File: config.mk
export PLATFORM = sky130hd
export DESIGN_NAME = conv_mac4
export DESIGN_NICKNAME = d
export VERILOG_FILES = /design/src/rtl/conv_mac4.sv
export SDC_FILE = /design/constraint.sdc
export NUM_CORES = 1
export LEC_CHECK = 0
export ABC_AREA = 1
export ABC_CLOCK_PERIOD_IN_PS = 4300
export CORE_ASPECT_RATIO = 1.5
export CORE_MARGIN = 8
export CORE_UTILIZATION = 55
export CTS_CLUSTER_DIAMETER = 60
export DETAILED_ROUTE_END_ITERATION = 7
export PLACE_DENSITY = 0.86
export SYNTH_ARGS = -nofsm -noshare
export SYNTH_HDL_FRONTEND = slang
export SYNTH_SLANG_ARGS = --single-unit
File: constraint.sdc
create_clock -name clk -period 4.3 [get_ports clk]
set_clock_uncertainty 0.05 [all_clocks]
set_input_delay 0.645 -clock clk [delete_from_list [all_inputs] [get_ports clk]]
set_output_delay 0.645 -clock clk [all_outputs]
set_load 0.1 [all_outputs]
File: src/rtl/conv_mac4.sv
// Four-lane signed multiply-accumulate: TAPS beats per result, then an arithmetic
// shift and saturation to OUT_W bits, presented with a one-cycle out_ready pulse.
module conv_mac4 #(
    parameter int DATA_W = 5,
    parameter int OUT_W  = 5,
    parameter int ACC_W  = 16,
    parameter int TAPS   = 9,
    parameter int SHIFT  = 3
) (
    input  logic                     clk,
    input  logic                     rst,
    input  logic                     start,
    input  logic                     in_valid,
    input  logic signed [DATA_W-1:0] a0,
    input  logic signed [DATA_W-1:0] a1,
    input  logic signed [DATA_W-1:0] a2,
    input  logic signed [DATA_W-1:0] a3,
    input  logic signed [DATA_W-1:0] w0,
    input  logic signed [DATA_W-1:0] w1,
    input  logic signed [DATA_W-1:0] w2,
    input  logic signed [DATA_W-1:0] w3,
    output logic                     busy,
    output logic                     out_ready,
    output logic signed [OUT_W-1:0]  out0,
    output logic signed [OUT_W-1:0]  out1,
    output logic signed [OUT_W-1:0]  out2,
    output logic signed [OUT_W-1:0]  out3
);

    localparam logic [1:0] IDLE  = 2'd0;
    localparam logic [1:0] ACCUM = 2'd1;
    localparam logic [1:0] DONE  = 2'd2;

    localparam int CNT_W = $clog2(TAPS + 1);
    localparam logic signed [ACC_W-1:0] SAT_MAX = ACC_W'(2 ** (OUT_W - 1) - 1);
    localparam logic signed [ACC_W-1:0] SAT_MIN = ACC_W'(-(2 ** (OUT_W - 1)));

    logic [1:0]       state_q, state_d;
    logic [CNT_W-1:0] count_q, count_d;
    logic             out_ready_q, out_ready_d;
    logic             clear_acc;
    logic             accept_beat;
    logic             load_out;

    logic signed [DATA_W-1:0] a_vec [4];
    logic signed [DATA_W-1:0] w_vec [4];
    logic signed [OUT_W-1:0]  out_vec [4];

    assign a_vec[0] = a0;
    assign a_vec[1] = a1;
    assign a_vec[2] = a2;
    assign a_vec[3] = a3;
    assign w_vec[0] = w0;
    assign w_vec[1] = w1;
    assign w_vec[2] = w2;
    assign w_vec[3] = w3;

    always_comb begin
        state_d     = state_q;
        count_d     = count_q;
        clear_acc   = 1'b0;
        accept_beat = 1'b0;
        load_out    = 1'b0;
        out_ready_d = 1'b0;
        case (state_q)
            IDLE: begin
                // A beat presented together with start is deliberately dropped.
                if (start) begin
                    clear_acc = 1'b1;
                    count_d   = '0;
                    state_d   = ACCUM;
                end
            end
            ACCUM: begin
                if (in_valid) begin
                    accept_beat = 1'b1;
                    count_d     = count_q + 1'b1;
                    if (count_q == CNT_W'(TAPS - 1)) begin
                        state_d = DONE;
                    end
                end
            end
            DONE: begin
                load_out    = 1'b1;
                out_ready_d = 1'b1;
                state_d     = IDLE;
            end
            default: begin
                state_d = IDLE;
            end
        endcase
    end

    always_ff @(posedge clk) begin
        if (rst) begin
            state_q     <= IDLE;
            count_q     <= '0;
            out_ready_q <= 1'b0;
        end else begin
            state_q     <= state_d;
            count_q     <= count_d;
            out_ready_q <= out_ready_d;
        end
    end

    generate
        for (genvar gi = 0; gi < 4; gi++) begin : g_lane
            logic signed [2*DATA_W-1:0] prod;
            logic signed [ACC_W-1:0]    acc_q, acc_d;
            logic signed [ACC_W-1:0]    shifted;
            logic signed [OUT_W-1:0]    out_q, out_d;

            assign prod    = a_vec[gi] * w_vec[gi];
            assign shifted = acc_q >>> SHIFT;

            always_comb begin
                acc_d = acc_q;
                if (clear_acc) begin
                    acc_d = '0;
                end else if (accept_beat) begin
                    acc_d = acc_q + ACC_W'(prod);
                end
            end

            always_comb begin
                out_d = out_q;
                if (load_out) begin
                    if (shifted > SAT_MAX) begin
                        out_d = SAT_MAX[OUT_W-1:0];
                    end else if (shifted < SAT_MIN) begin
                        out_d = SAT_MIN[OUT_W-1:0];
                    end else begin
                        out_d = shifted[OUT_W-1:0];
                    end
                end
            end

            always_ff @(posedge clk) begin
                if (rst) begin
                    acc_q <= '0;
                    out_q <= '0;
                end else begin
                    acc_q <= acc_d;
                    out_q <= out_d;
                end
            end

            assign out_vec[gi] = out_q;
        end
    endgenerate

    assign busy      = (state_q != IDLE);
    assign out_ready = out_ready_q;
    assign out0      = out_vec[0];
    assign out1      = out_vec[1];
    assign out2      = out_vec[2];
    assign out3      = out_vec[3];

endmodule
==> flow_summary.yaml <==
status:
  status: "finished, final reports clean"
clock_tree:
  clockBufferDepth: 2
  cts_tree: "built"
  htree_levels: 3
  clock-root-buffer: "clkbuf_16"
  cts_buffers: 9
  cts_num_sinks: 91
  insertion_delay_ns: 0.37
  clkSlewWorstSetupHoldPaths_ns: 0.07
  cts_hold_buffers: 0
critical_path:
  crit_arrival_ns: 4.42
  rr_startpoint: "g_lane[1].acc_q[5]"
  crit_path_end_kind: "flip-flop"
  crit_start: "a1[0]"
  worstPathMaxFanout: 5
  worstSetupStartpointType: "input pin"
  critPathKind: "input pin to flip-flop"
  crit_required_ns: 4.52
routing:
  viasPerCell: 5.38
  wl_per_cell_um: 15.7
  first_iter_violations: 782
  dr_total_vias: 11597
  drc: 0
  drtAntennaViolNets: 0
  routed_wl_um: 33800
  first_pass_iters: 8
job:
  max-cap-violations: 0
floorplanning:
  coreArea_um2: 22200
  die_h_um: 200
  rows: 67
  ios: 66
  die_area_um2: 27700
  start_util_pct: 55.8
  die_w_um: 139
timing:
  worst_pin_slew_ns: 1.04
  setup-tns-final_ns: 0
  setup-violations-final: 0
  slew_headroom_pct: 30.3
  maxSlewViolCount: 0
  period_needed_ns: 4.20
  fin_hold_ws_ns: 0.417
  hold_viol: 0
  post-route-period-util_pct: 97.6
  fmax_ghz: 0.238
logic_synthesis:
  synth_top_area_share_pct: 27.8
  syn_avg_cell_area_um2: 7.38
  synthCells: 1678
  yosys_warnings: 0
  ys_types: 32
  synth-edff-count: 0
  synth.area.top_cells: "fa_1, dfxtp_1, ha_1"
  synth_fp_nets: 2028
  ys.flop_type: "dfxtp_1"
  synth_seq_area_share_pct: 14.7
  yosysMostFrequentCell: "nand2_1"
  ys_ff_latch: 91
  synth_top_cell_by_area: "fa_1"
  netlist_area_um2: 12400
  synth_common_cells: "nand2_1, inv_1, fa_1"
  synth-async-reset-ratio_pct: 0
final_layout:
  drive_gt1_share_pct: 17.1
  syn_to_final_growth_pct: 24.1
  seqCellArea_um2: 1820
  nNetsFinal: 2225
  n_fill_cell: 1604
  antenna_cells: 0
  multi_input_area_um2: 9490
placed_design:
  hpwlAfterDp_um: 25600
  place_congestion: 0.887
  io_buffers: 65
global_route:
  grt_pass1_vias: 12402
  antenna_found_initial: 0
  grt_pass1_wl_um: 55200
  gr-total-overflow: 0
  track_usage_pct: 23.9
  grt_max_degree: 69
power_and_ir_drop:
  p_per_area_nw_per_um2: 424
  ir_worst_vdd_mv: 0.219
  leakage_nw: 8.61
min_path:
  hold_path_startpoint: "out0[3]"
  min_path_type: "flip-flop to flip-flop"
path summary, 6_finish.rpt:
check / to / slack, ns / cells after the start
max: g_lane[1].acc_q[12] / 0.10 / 19
max reg2reg: g_lane[1].acc_q[12] / 0.52 / 16
min: out0[3] / 0.42 / 2
min reg2reg: out0[3] / 0.42 / 2
cells in the final DEF (no fill, tap or decap), types with 6 or more instances in the layout:
cell type        Yosys  layout
nand2_1            437     407
inv_1              412     391
fa_1               172     167
buf_4                2     142
ha_1               134      98
dfxtp_1             91      91
a21oi_1            104      85
nor2_1              93      84
nand3_1             69      64
nand2_2              1      31
nand4_1             30      30
ha_4                 0      29
a21oi_2             10      28
clkdlybuf4s50_1      0      26
o21ai_0             31      25
dlymetal6s2s_1       0      24
inv_2                3      22
o21ai_1              7      12
o21bai_1            12      12
xor2_1              13      12
nor2_2               1      10
nand3b_1            10      10
clkbuf_16            0       9
ha_2                 0       7
clkbuf_2             0       7
dlygate4sd2_1        0       6
logic make-up after synthesis:
kind of cell	count (synthesis)	synth area share, %
buffers and inverters	444	13.8
AOI/OAI and AO/OA	172	7.66
DFF	91	14.7
adders and majority gates	306	41.3
and+or+nand+nor	652	21.6
xor gates and xnor gates	13	0.919
layer usage:
layer / vias to the layer above / track usage, % / wire length, µm
met2: 443 / 46.3 / 18300
li1: 5466 / - / -
met4: 0 / 13.0 / 1650
met3: 137 / 3.43 / 1570
met1: 5551 / 24.3 / 12200
met5: - / 0 / 0
sequential cells by signal (all words and copies together) (netlist names):
register	count
out2	5
out1	5
count_q	4
out0	5
g_lane.acc_q	64
out3	5
out_ready	1
state_q	2
worst max-delay path, cell delays in order:
cell      delay [ns]
clkbuf_2        0.11
or2_4           0.25
fa_1            0.51
fa_1            0.56
inv_1           0.05
fa_1            0.52
inv_2           0.05
fa_1            0.55
inv_1           0.06
ha_2            0.21
a21oi_4         0.22
buf_4           0.14
o21bai_1        0.06
nand2_1         0.09
nand3_1         0.08
nand2_1         0.06
nand3_1         0.08
nand2_1         0.11
inv_1           0.04
metrics by stage:
stage | cells | power [W] | cell area (µm²) | utilization (%) | worst slack, ns
2_1_floorplan | 1678 | 0.00356 | 12400 | - | -0.000220
3_3_place_gp | 2132 | 0.00477 | 14400 | 64.7 | -0.661
3_5_place_dp | 2132 | 0.00495 | 14400 | 64.7 | -0.723
4_1_cts | 2151 | 0.00605 | 14900 | 67.1 | -0.0157
5_1_grt | 2156 | 0.00710 | 15400 | 69.2 | -0.0475
6_report | 2156 | 0.00652 | 15400 | 69.2 | 0.104
area by class of cell:
type | instances | share of cell area (%)
Multi-Input combinational cell | 1143 | 61.7
Clock inverter | 7 | 0.497
Tap cell | 276 | 2.25
Clock buffer | 9 | 1.47
Inverter | 416 | 10.2
Timing Repair Buffer | 214 | 12.0
Sequential cell | 91 | 11.9
power breakdown:
| group | total, W | switching, W | internal, W |
|---|---|---|---|
| registers | 0.000898 | 0.0000270 | 0.000871 |
| clock network | 0.000836 | 0.000420 | 0.000416 |
| logic | 0.00479 | 0.00264 | 0.00215 |
| total | 0.00652 | 0.00308 | 0.00344 |
what timing repair did:
action                                  CTS  global route
gates resized for setup                  69           124
endpoints found under the setup margin   43            40
pin swaps                                41            65
cloned                                    0             0
buffers inserted                          3             5
(Power assumes the default switching activity.)
